### src/rtl/timer_pkg.sv
`default_nettype none
// +------------------------------------------------------------------+
// | timer_pkg: shared state encoding and width defaults for timer    |
// | Rev 1.0                                                          |
// +------------------------------------------------------------------+
package timer_pkg;

  localparam int TIMER_CNT_W = 64;
  localparam int TIMER_DIV_W = 4;

  // 2'b11 is not a legal state; the FSM decodes it back to IDLE.
  typedef enum logic [1:0] {
    IDLE = 2'b00,
    RUN  = 2'b01,
    HALT = 2'b10
  } state_t;

endpackage
`default_nettype wire

### src/rtl/timer_prescaler.sv
`default_nettype none
// +------------------------------------------------------------------+
// | timer_prescaler: divide-by-(div_val+1) tick generator             |
// | Rev 1.0                                                          |
// +------------------------------------------------------------------+
module timer_prescaler
  import timer_pkg::*;
#(
  parameter int DIV_W = TIMER_DIV_W
) (
  input  logic             sys_clk,
  input  logic             sys_rst_n,
  input  logic             run,
  input  logic             hold,
  input  logic             restart,
  input  logic             div_en,
  input  logic [DIV_W-1:0] div_val,
  output logic             tick
);

  logic [DIV_W-1:0] r_pre_cnt;
  logic [DIV_W-1:0] r_div_val_q;
  logic             r_div_en_q;
  logic [DIV_W-1:0] w_pre_cnt_nxt;
  logic             w_cfg_changed;
  logic             w_at_top;

  // Any reprogramming of the divider restarts the period from zero.
  assign w_cfg_changed = (div_en != r_div_en_q) || (div_val != r_div_val_q);
  assign w_at_top      = (r_pre_cnt == div_val);

  always_comb begin
    w_pre_cnt_nxt = r_pre_cnt;
    if (restart || w_cfg_changed || !(run || hold)) begin
      w_pre_cnt_nxt = '0;
    end else if (run && div_en) begin
      w_pre_cnt_nxt = w_at_top ? '0 : (r_pre_cnt + {{(DIV_W-1){1'b0}}, 1'b1});
    end else if (run) begin
      w_pre_cnt_nxt = '0;
    end
  end

  always_ff @(posedge sys_clk or negedge sys_rst_n) begin
    if (!sys_rst_n) begin
      r_pre_cnt   <= '0;
      r_div_val_q <= '0;
      r_div_en_q  <= 1'b0;
    end else begin
      r_pre_cnt   <= w_pre_cnt_nxt;
      r_div_val_q <= div_val;
      r_div_en_q  <= div_en;
    end
  end

  assign tick = run && (!div_en || w_at_top);

endmodule
`default_nettype wire

### src/rtl/timer_ctrl.sv
`default_nettype none
// +------------------------------------------------------------------+
// | timer_ctrl: run/halt sequencing, counter clear and compare IRQ    |
// | Rev 1.0                                                          |
// +------------------------------------------------------------------+
module timer_ctrl
  import timer_pkg::*;
#(
  parameter int CNT_W = TIMER_CNT_W,
  parameter int DIV_W = TIMER_DIV_W
) (
  input  logic             sys_clk,
  input  logic             sys_rst_n,
  input  logic             timer_en,
  input  logic             div_en,
  input  logic [DIV_W-1:0] div_val,
  input  logic             clr_req,
  input  logic             dbg_mode,
  input  logic             halt_req,
  input  logic             int_en,
  input  logic             int_clr,
  input  logic [CNT_W-1:0] cmp_val,
  input  logic [CNT_W-1:0] count,
  output logic             cnt_timer_en,
  output logic             cnt_en,
  output logic             count_clr,
  output logic             halt_ack,
  output logic             int_st,
  output logic             tim_int
);

  state_t r_state;
  state_t w_state_nxt;
  logic   w_run;
  logic   w_halted;
  logic   w_halt_req;
  logic   w_match;
  logic   r_timer_en_q;
  logic   r_count_clr;
  logic   r_int_st;

  assign w_halt_req = dbg_mode && halt_req;

  always_ff @(posedge sys_clk or negedge sys_rst_n) begin
    if (!sys_rst_n) begin
      r_state <= IDLE;
    end else begin
      r_state <= w_state_nxt;
    end
  end

  // Dropping timer_en out of HALT takes priority over resuming.
  always_comb begin
    w_state_nxt = r_state;
    w_run       = 1'b0;
    w_halted    = 1'b0;
    case (r_state)
      IDLE: begin
        if (timer_en) w_state_nxt = RUN;
      end
      RUN: begin
        w_run = 1'b1;
        if (!timer_en)      w_state_nxt = IDLE;
        else if (w_halt_req) w_state_nxt = HALT;
      end
      HALT: begin
        w_halted = 1'b1;
        if (!timer_en)        w_state_nxt = IDLE;
        else if (!w_halt_req) w_state_nxt = RUN;
      end
      default: begin
        w_state_nxt = IDLE;
      end
    endcase
  end

  timer_prescaler #(
    .DIV_W (DIV_W)
  ) u_prescaler (
    .sys_clk   (sys_clk),
    .sys_rst_n (sys_rst_n),
    .run       (w_run),
    .hold      (w_halted),
    .restart   (clr_req),
    .div_en    (div_en),
    .div_val   (div_val),
    .tick      (cnt_en)
  );

  assign w_match = (count == cmp_val);

  // A match in the same cycle as int_clr keeps the status set.
  always_ff @(posedge sys_clk or negedge sys_rst_n) begin
    if (!sys_rst_n) begin
      r_timer_en_q <= 1'b0;
      r_count_clr  <= 1'b0;
      r_int_st     <= 1'b0;
    end else begin
      r_timer_en_q <= timer_en;
      r_count_clr  <= clr_req || (r_timer_en_q && !timer_en);
      if (w_match)      r_int_st <= 1'b1;
      else if (int_clr) r_int_st <= 1'b0;
    end
  end

  assign cnt_timer_en = w_run;
  assign halt_ack     = w_halted;
  assign count_clr    = r_count_clr;
  assign int_st       = r_int_st;
  assign tim_int      = r_int_st && int_en;

endmodule
`default_nettype wire

### config.mk
export PLATFORM = sky130hd
export DESIGN_NAME = timer_ctrl
export DESIGN_NICKNAME = d
export VERILOG_FILES = /design/src/rtl/timer_pkg.sv /design/src/rtl/timer_prescaler.sv /design/src/rtl/timer_ctrl.sv
export SDC_FILE = /design/constraint.sdc
export NUM_CORES = 1
export LEC_CHECK = 0
export BUFFER_PORTS_ARGS = -buffer_cell sky130_fd_sc_hd__buf_2
export CORE_MARGIN = 2
export CORE_UTILIZATION = 36
export DETAILED_ROUTE_END_ITERATION = 12
export GPL_ROUTABILITY_DRIVEN = 1
export PLACE_DENSITY = 0.89
export REMOVE_ABC_BUFFERS = 1
export SLEW_MARGIN = 10
export SYNTH_ARGS = -nofsm -noshare
export SYNTH_HDL_FRONTEND = slang
export SYNTH_SLANG_ARGS = --single-unit
### constraint.sdc
create_clock -name sys_clk -period 2.13 [get_ports sys_clk]
set_input_delay 0 -clock sys_clk [delete_from_list [all_inputs] [get_ports sys_clk]]
set_output_delay 0 -clock sys_clk [all_outputs]
set_load 0.02 [all_outputs]
==> results of run 1 <==
## report_power, final
| part | total (W) | internal [W] | switching, W |
|---|---|---|---|
| Clock | 0.000255 | 0.000164 | 0.0000916 |
| Combinational | 0.000479 | 0.000257 | 0.000222 |
| Sequential | 0.000307 | 0.000286 | 0.0000217 |
## synthesized netlist by cell type, types with 2 or more instances
library cell and instances:
mux2i_1 2, nor3b_1 2, dfrtp_1 14, nand3_1 4, o21ai_0 5, nand2_1 4
nand4_1 19, ha_1 5, a211o_1 2, inv_1 7, nor2_1 4, xnor2_1 72
nor4_1 4
## flip-flops by register name (all words and copies together) (netlist names)
name,cells
count_clr,1
int_st,1
r_state,2
r_timer_en_q,1
u_prescaler.r_div_en_q,1
u_prescaler.r_div_val_q,4
u_prescaler.r_pre_cnt,4
## metrics by stage
step                setup WS, ps  utilization [%]  cells  hold slack (ps)  power [W]
floorplan                  300.4                -    153           -295.6  0.0005529
global placement           235.2            59.39    348           -100.8  0.0007480
detailed placement         173.6            59.39    348           -93.82  0.0007661
CTS                        148.4            63.30    361            184.4   0.001033
global route               13.10            63.30    361            225.6   0.001103
finish                     132.2            63.30    361            188.4   0.001042
## worst reg2reg max path, cell delays in order, from the launching register on
cell	delay (ps)
dfrtp_1	430
inv_1	90
ha_1	270
o2111ai_1	120
or4b_1	660
nor3b_1	240
a211o_1	130
## per-layer routing
| layer | vias up | GRT usage, % |
|---|---|---|
| met3 | 16 | 4.054 |
| li1 | 857 | - |
| met4 | 0 | 10.46 |
| met2 | 100 | 41.38 |
| met5 | - | 0 |
| met1 | 763 | 18.80 |
## cell usage in the layout (no fill, tap or decap), types with 4 or more instances in the layout
master,instances
nand4_1,19
ha_1,5
buf_2,146
xnor2_1,72
dlygate4sd3_1,9
nor2_1,4
nand2_1,4
clkbuf_8,4
o21ai_0,5
dfrtp_1,14
nor4_1,4
nand3_1,4
inv_1,7
## kinds of logic after synthesis
group           share of synthesized area (%)
buf+inv                                 2.212
xor+xnor                                44.60
mux                                     1.416
flops                                   24.78
compound gates                          6.284
fa+ha+maj                               4.425
simple gates                            16.28
## final timing paths
kind	from	end	slack, ps	depth (start not counted)
max in group asynchronous	sys_rst_n	int_st	1700	2
setup reg to reg	r_state[1]	u_prescaler.r_pre_cnt[2]	130	6
setup / recovery	r_state[1]	u_prescaler.r_pre_cnt[2]	130	6
hold / removal	sys_rst_n	u_prescaler.r_div_val_q[2]	190	2
min in group sys_clk	count[1]	int_st	190	6
hold reg to reg	r_timer_en_q	count_clr	470	1
## cell type report
cell class                      instances  area [sq um]
Clock buffer                            4         55.05
Tap cell                               48         60.06
Multi-Input combinational cell        132          1032
Inverter                                7         26.28
Timing Repair Buffer                  156         828.3
Sequential cell                        14         350.3
Fill cell                             302          1364
==> results.py, run 1 <==
metrics = {
    "routing": {
        "drt_iter0_drc": 88,
        "wl_met3_microns": 394,
        "dr.pass1.iters": 4,
        "routed_via_density": 4.809,
        "met1_length_microns": 1602,
        "antenna_left": 0,
        "vias": 1736,
        "wl_per_cell_microns": 12.67,
        "routed.top_layer": "met4",
        "wirelength_microns": 4573,
        "drc": 0,
        "route.met2.wl_microns": 2382,
    },
    "yosys": {
        "synthCells": 154,
        "synth-edff-count": 0,
        "synth_top_area_share_pct": 44.60,
        "synth-seq-cells": 14,
        "syn_avg_cell_area_sq_um": 9.181,
        "yosysWarnings": 0,
        "synth.area.top_cells": "xnor2_1 (45%), dfrtp_1 (25%), nand4_1 (8.4%), ha_1 (4.4%), inv_1 (1.9%)",
        "synth.distinct_cells": 23,
        "ys_seq_area_share_pct": 24.78,
        "syn_area_sq_um": 1414,
        "postSynth.asyncResetShare_pct": 100.0,
        "synth_largest_area_cell": "xnor2_1",
        "synth-main-ff-cell": "dfrtp_1",
    },
    "grt": {
        "grt_max_degree": 15,
        "grt_pass1_wl_microns": 6955,
        "antenna_found_initial": 0,
        "track_usage_pct": 20.47,
        "overflow": 0,
        "grt_pass1_vias": 1777,
    },
    "clock_network": {
        "clockBufferDepth": 2,
        "cts_root_buf": "clkbuf_8",
        "cts-hold-fix-buffers": 9,
        "post_cts_buffers": 0,
        "cts_max_level": 1,
        "post_cts_resized": 0,
        "cts.sinks": 14,
        "insertion_delay_ps": 250,
        "cts_buffers": 3,
        "cts_tree": "yes",
        "clk_pin_slew_ps": 60,
    },
    "setup_path": {
        "cp_slowest_stage_delay_ps": 660,
        "cp_slowest_cell": "or4b_1",
        "arrival_ps": 2180,
        "worstSetupPathType": "reg2reg",
        "crit_family": "simple AND/OR/NAND/NOR gates",
        "path_buf_inv": 1,
        "end_kind": "register",
        "startpoint_type": "register",
        "cp.required_ps": 2310,
        "cp_cell_sequence": "inv_1, ha_1, o2111ai_1, or4b_1, nor3b_1, a211o_1",
        "cp_max_fo": 6,
    },
    "finish": {
        "final_area_sq_um": 2352,
        "drive_gt1_share_pct": 48.56,
        "area_growth_pct": 66.37,
        "fin_nets": 460,
        "n_antenna_cell": 0,
    },
    "timing": {
        "fin_setup_tns_ps": 0,
        "fmax_mhz": 500.6,
        "setup_viol": 0,
        "fin_crit_sh_pct": 93.79,
        "drv_slew": 0,
        "worstMarginPinSlew_ps": 457.5,
        "rsz0062_at_grt": "no",
        "max_slew_margin_pct": 68.71,
        "post-route-min-period_ps": 1998,
        "finalHoldViolations": 0,
        "fin_skew_ps": 5.591,
    },
    "outcome": {
        "status": "finished clean",
    },
    "die": {
        "die_w_microns": 66.67,
        "core_sq_um": 3716,
        "start_util_pct": 38.05,
        "die_h_microns": 66.67,
        "boundaryPins": 147,
        "rows": 22,
        "dieArea_sq_um": 4445,
    },
    "placed_design": {
        "placed_area_sq_um": 2207,
        "dp_hpwl_microns": 3601,
        "port_buffers": 146,
        "gp_congestion": 0.7969,
    },
    "worst_hold_path": {
        "hold_class": "in2async",
    },
    "power_and_ir_drop": {
        "powerDensity_nw_per_um2": 443.1,
        "p_leak_nw": 1.127,
        "irDropWorstVdd_uv": 272.1,
    },
    "flow_run": {
        "cap_viol_max_count": 0,
    },
}
Note: power is estimated with default switching activity, not from simulation.
==> inputs of run 2 (changes only) <==
--- a/config.mk
+++ b/config.mk
@@ -10,7 +10,7 @@
 export CORE_UTILIZATION = 36
 export DETAILED_ROUTE_END_ITERATION = 12
 export GPL_ROUTABILITY_DRIVEN = 1
-export PLACE_DENSITY = 0.89
+export PLACE_DENSITY = 0.85
 export REMOVE_ABC_BUFFERS = 1
 export SLEW_MARGIN = 10
 export SYNTH_ARGS = -nofsm -noshare
==> results.py, run 2 (synthesized netlist as in run 1, its figures left out) <==
metrics = {
    "outcome": {
        "status": "finished clean",
    },
    "grt": {
        "grt_pass1_wl_microns": 6423,
        "overflow": 0,
        "track_usage_pct": 18.79,
        "grt_max_degree": 15,
        "grt_pass1_vias": 1666,
        "antenna_found_initial": 0,
    },
    "setup_path": {
        "cp_max_fo": 6,
        "worstRegToRegCells": 6,
        "cp_slowest_stage_delay_ps": 660,
        "timing.rr.end": "u_prescaler.r_pre_cnt[2]",
        "cp_cell_sequence": "inv_1, ha_1, o2111ai_1, or4b_1, nor3b_1, a211o_1",
        "crit_family": "simple AND/OR/NAND/NOR gates",
        "r2r_setup_slack_ps": 160,
        "worstSetupPathType": "reg2reg",
        "cp.required_ps": 2320,
        "arrival_ps": 2160,
        "cp_slowest_cell": "or4b_1",
        "startpoint_type": "register",
        "path_buf_inv": 1,
        "timing.rr.start": "r_state[1]",
        "end_kind": "register",
    },
    "die": {
        "start_util_pct": 38.05,
        "rows": 22,
        "core_sq_um": 3716,
        "boundaryPins": 147,
        "dieArea_sq_um": 4445,
        "die_w_microns": 66.67,
        "die_h_microns": 66.67,
    },
    "clock_network": {
        "cts_tree": "yes",
        "cts_buffers": 3,
        "cts_root_buf": "clkbuf_8",
        "insertion_delay_ps": 250,
        "clockBufferDepth": 2,
        "cts.sinks": 14,
        "clk_pin_slew_ps": 60,
        "cts_max_level": 1,
    },
    "flow_run": {
        "cap_viol_max_count": 0,
    },
    "routing": {
        "drt_iter0_drc": 59,
        "wl_per_cell_microns": 11.84,
        "dr.pass1.iters": 4,
        "wirelength_microns": 4275,
        "vias": 1670,
        "routed_via_density": 4.626,
        "drc": 0,
        "antenna_left": 0,
    },
    "finish": {
        "final_area_sq_um": 2352,
        "area_growth_pct": 66.37,
        "final_cell_mix": "buf_2 (146), xnor2_1 (72), nand4_1 (19)",
        "n_antenna_cell": 0,
        "fin_nets": 460,
        "drive_gt1_share_pct": 48.56,
        "mostFrequentLayoutCell": "buf_2",
        "fill_cells": 301,
        "biggestRegsByFlops": "u_prescaler.r_div_val_q x4, u_prescaler.r_pre_cnt x4, r_state x2",
        "seqCellArea_sq_um": 350.3,
        "multi_input_area_sq_um": 1032,
    },
    "timing": {
        "post-route-min-period_ps": 1973,
        "fmax_mhz": 506.9,
        "rsz0062_at_grt": "no",
        "finalHoldViolations": 0,
        "drv_slew": 0,
        "fin_skew_ps": 1.758,
        "worstMarginPinSlew_ps": 353.5,
        "fin_crit_sh_pct": 92.62,
        "setup_viol": 0,
        "fin_setup_tns_ps": 0,
        "fin_ws_ps": 157.2,
        "finalHoldWorstSlack_ps": 179.3,
        "max_slew_margin_pct": 75.83,
    },
    "worst_hold_path": {
        "hold_class": "in2async",
    },
    "placed_design": {
        "place_ws_ps": 172.8,
        "dp_hpwl_microns": 3722,
        "gp_congestion": 0.7913,
        "placed_area_sq_um": 2207,
        "port_buffers": 146,
    },
    "power_and_ir_drop": {
        "powerDensity_nw_per_um2": 438.2,
        "p_leak_nw": 1.127,
        "power.total_w": 0.001031,
        "irDropWorstVdd_uv": 163.4,
    },
}
-- run 2: cell counts in the layout (fill, tap and decap cells not counted) --
Identical to the previous run, type by type.
-- run 2: worst max path at each step --
stage,startpoint,to,slack (ps),cells after the start
after floorplan,r_state[1],u_prescaler.r_pre_cnt[2],300,6
after global placement,r_state[1],u_prescaler.r_pre_cnt[2],240,6
after detailed placement,r_state[1],u_prescaler.r_pre_cnt[2],170,6
after CTS,r_state[1],u_prescaler.r_pre_cnt[2],150,6
after global routing,r_state[1],u_prescaler.r_pre_cnt[3],10,6
final,r_state[1],u_prescaler.r_pre_cnt[2],160,6
-- run 2: layout make-up --
type	instances	share of cell area, %
multi-input combinational	132	43.88
timing repair buffer	156	35.21
sequential	14	14.89
tap	48	2.553
clock buffer	4	2.340
inverter	7	1.117
-- run 2: routing by layer --
layer	up-vias	routed length, microns	track usage, %
met2	87	2333	39.25
li1	852	-	-
met3	7	377	3.041
met1	724	1522	18.55
met4	0	41	4.847
met5	-	0	0
-- run 2: report_power, final --
group	leakage [nW]	internal, W	total, W	switching (W)
logic	0.922	0.000257	0.000466	0.000210
registers	0.177	0.000286	0.000306	0.0000205
clock network	0.0288	0.000164	0.000258	0.0000944
-- run 2: what timing repair did --
| item | 4_1_cts | 5_1_grt |
|---|---|---|
| resized for setup | 0 | 0 |
| hold buffers | 9 | 0 |
| hold endpoints to repair | 22 | 0 |
| buffers inserted | 0 | 0 |
-- run 2: per-stage QoR --
stage          utilization, %  std cells
4_1_cts                 63.30        361
3_3_place_gp            59.39        348
2_1_floorplan               -        153
3_5_place_dp            59.39        348
5_1_grt                 63.30        361
6_report                63.30        361
==> inputs of run 3 (changes only) <==
--- a/config.mk
+++ b/config.mk
@@ -6,7 +6,6 @@
 export NUM_CORES = 1
 export LEC_CHECK = 0
 export BUFFER_PORTS_ARGS = -buffer_cell sky130_fd_sc_hd__buf_2
-export CORE_MARGIN = 2
 export CORE_UTILIZATION = 36
 export DETAILED_ROUTE_END_ITERATION = 12
 export GPL_ROUTABILITY_DRIVEN = 1
==> results.py, run 3 (synthesized netlist as in run 1, its figures left out) <==
metrics = {
    "outcome": {
        "status": "finished clean",
    },
    "timing": {
        "post-route-min-period_ps": 1943,
        "finalHoldViolations": 0,
        "fin_ws_ps": 186.6,
        "rsz0062_at_grt": "no",
        "fin_setup_tns_ps": 0,
        "fin_crit_sh_pct": 91.24,
        "worstMarginPinSlew_ps": 525.0,
        "drv_slew": 0,
        "fin_skew_ps": 0.7818,
        "fmax_mhz": 514.6,
        "max_slew_margin_pct": 64.09,
        "setup_viol": 0,
    },
    "setup_path": {
        "timing.rr.end": "u_prescaler.r_pre_cnt[2]",
        "timing.critical_path.to": "u_prescaler.r_pre_cnt[2]",
        "end_kind": "register",
        "cp.required_ps": 2320,
        "startpoint_type": "register",
        "cp_slowest_stage_delay_ps": 610,
        "arrival_ps": 2130,
        "crit_start": "r_state[0]",
        "r2r_setup_slack_ps": 190,
        "worstSetupPathType": "reg2reg",
        "cp_cell_sequence": "inv_1, ha_1, o2111ai_1, or4b_4, nor3b_1, a211o_1",
        "cp_slowest_cell": "or4b_4",
        "cp_max_fo": 6,
        "worstRegToRegCells": 6,
        "timing.rr.start": "r_state[0]",
    },
    "routing": {
        "wl_per_cell_microns": 11.84,
        "routed_via_density": 4.687,
        "vias": 1692,
        "wirelength_microns": 4273,
        "drc": 0,
        "drt_iter0_drc": 99,
        "antenna_left": 0,
        "dr.pass1.iters": 4,
    },
    "placed_design": {
        "dp_hpwl_microns": 3523,
        "place_ws_ps": 152.2,
        "gp_congestion": 0.7772,
        "placed_area_sq_um": 2207,
        "port_buffers": 146,
        "place_inst": 348,
    },
    "finish": {
        "final_cell_mix": "buf_2 (146), xnor2_1 (72), nand4_1 (19)",
        "fin_nets": 460,
        "final_cells": 361,
        "biggestRegsByFlops": "u_prescaler.r_div_val_q x4, u_prescaler.r_pre_cnt x4, r_state x2",
        "mostFrequentLayoutCell": "buf_2",
        "n_antenna_cell": 0,
        "area_growth_pct": 66.73,
        "fin_util_pct": 63.43,
        "drive_gt1_share_pct": 49.20,
        "final_area_sq_um": 2357,
    },
    "clock_network": {
        "clockBufferDepth": 2,
        "insertion_delay_ps": 250,
        "cts.sinks": 14,
        "cts_buffers": 3,
        "cts_root_buf": "clkbuf_8",
        "post_cts_buffers": 0,
        "cts_tree": "yes",
        "clk_pin_slew_ps": 60,
        "cts_max_level": 1,
    },
    "die": {
        "rows": 22,
        "start_util_pct": 38.05,
        "dieArea_sq_um": 4182,
        "boundaryPins": 147,
        "core_sq_um": 3716,
        "die_w_microns": 64.67,
        "die_h_microns": 64.67,
    },
    "flow_run": {
        "cap_viol_max_count": 0,
    },
    "power_and_ir_drop": {
        "irDropWorstVdd_uv": 179.9,
        "p_leak_nw": 1.127,
        "powerDensity_nw_per_um2": 441.6,
    },
    "grt": {
        "grt_pass1_wl_microns": 6920,
        "antenna_found_initial": 0,
        "grt_max_degree": 15,
        "grt_pass1_vias": 1780,
        "track_usage_pct": 21.55,
        "overflow": 0,
    },
    "worst_hold_path": {
        "hold_class": "in2async",
    },
}
==> run 3: cell counts in the layout (fill, tap and decap cells not counted) <==
Identical to the previous run, type by type.
==> run 3: worst min-delay path by stage <==
stage / cells after the start / slack (ps) / end / start
global route: 2 / 210 / count_clr / sys_rst_n
global placement: 1 / -90 / u_prescaler.r_div_val_q[2] / sys_rst_n
detailed placement: 1 / -90 / u_prescaler.r_div_val_q[0] / sys_rst_n
CTS: 2 / 170 / u_prescaler.r_div_val_q[0] / sys_rst_n
finish: 2 / 180 / u_prescaler.r_div_val_q[2] / sys_rst_n
floorplan: 0 / -300 / count_clr / sys_rst_n
==> run 3: cell type report <==
type | count | area, sq um
clock buffers | 4 | 55.05
flip-flops and latches | 14 | 351.6
well taps | 48 | 60.06
repair buffers | 156 | 828.3
fillers | 316 | 1359
multi-input cells | 132 | 1036
inverters | 7 | 26.28
==> run 3: timing repair <==
action                                  CTS  global route
hold buffers                              9             0
endpoints found under the setup margin    0             2
endpoints found under the hold margin    22             0
gates resized for setup                   0             2
==> run 3: critical path: cells and delay by family (launching register included) <==
| family | cells | cell delay, ps |
|---|---|---|
| AO/OA/AOI/OAI | 2 | 270 |
| adder cells (fa/ha/maj) | 1 | 290 |
| buffers and inverters | 1 | 90 |
| flip-flops | 1 | 410 |
| AND/OR/NAND/NOR | 2 | 820 |
==> run 3: through the flow <==
step                      hold WS (ps)  power (W)
after global placement          -93.58  0.0007481
after floorplan                 -295.6  0.0005529
final                            181.3   0.001041
after detailed placement        -92.40  0.0007683
after CTS                        174.5   0.001045
after global routing             212.3   0.001118
==> run 3: power by group <==
group          leakage [nW]  internal, W  switching (W)
sequential            0.175     0.000286      0.0000207
combinational         0.923     0.000258       0.000218
clock                0.0288     0.000164      0.0000939
total                  1.13     0.000709       0.000332
==> run 3: per-layer routing <==
layer / track usage, % / wire length, microns / vias up
met5: 0 / 0 / -
met4: 10.56 / 106 / 0
li1: - / - / 854
met2: 44.61 / 2310 / 102
met1: 19.31 / 1522 / 724
met3: 4.049 / 332 / 12
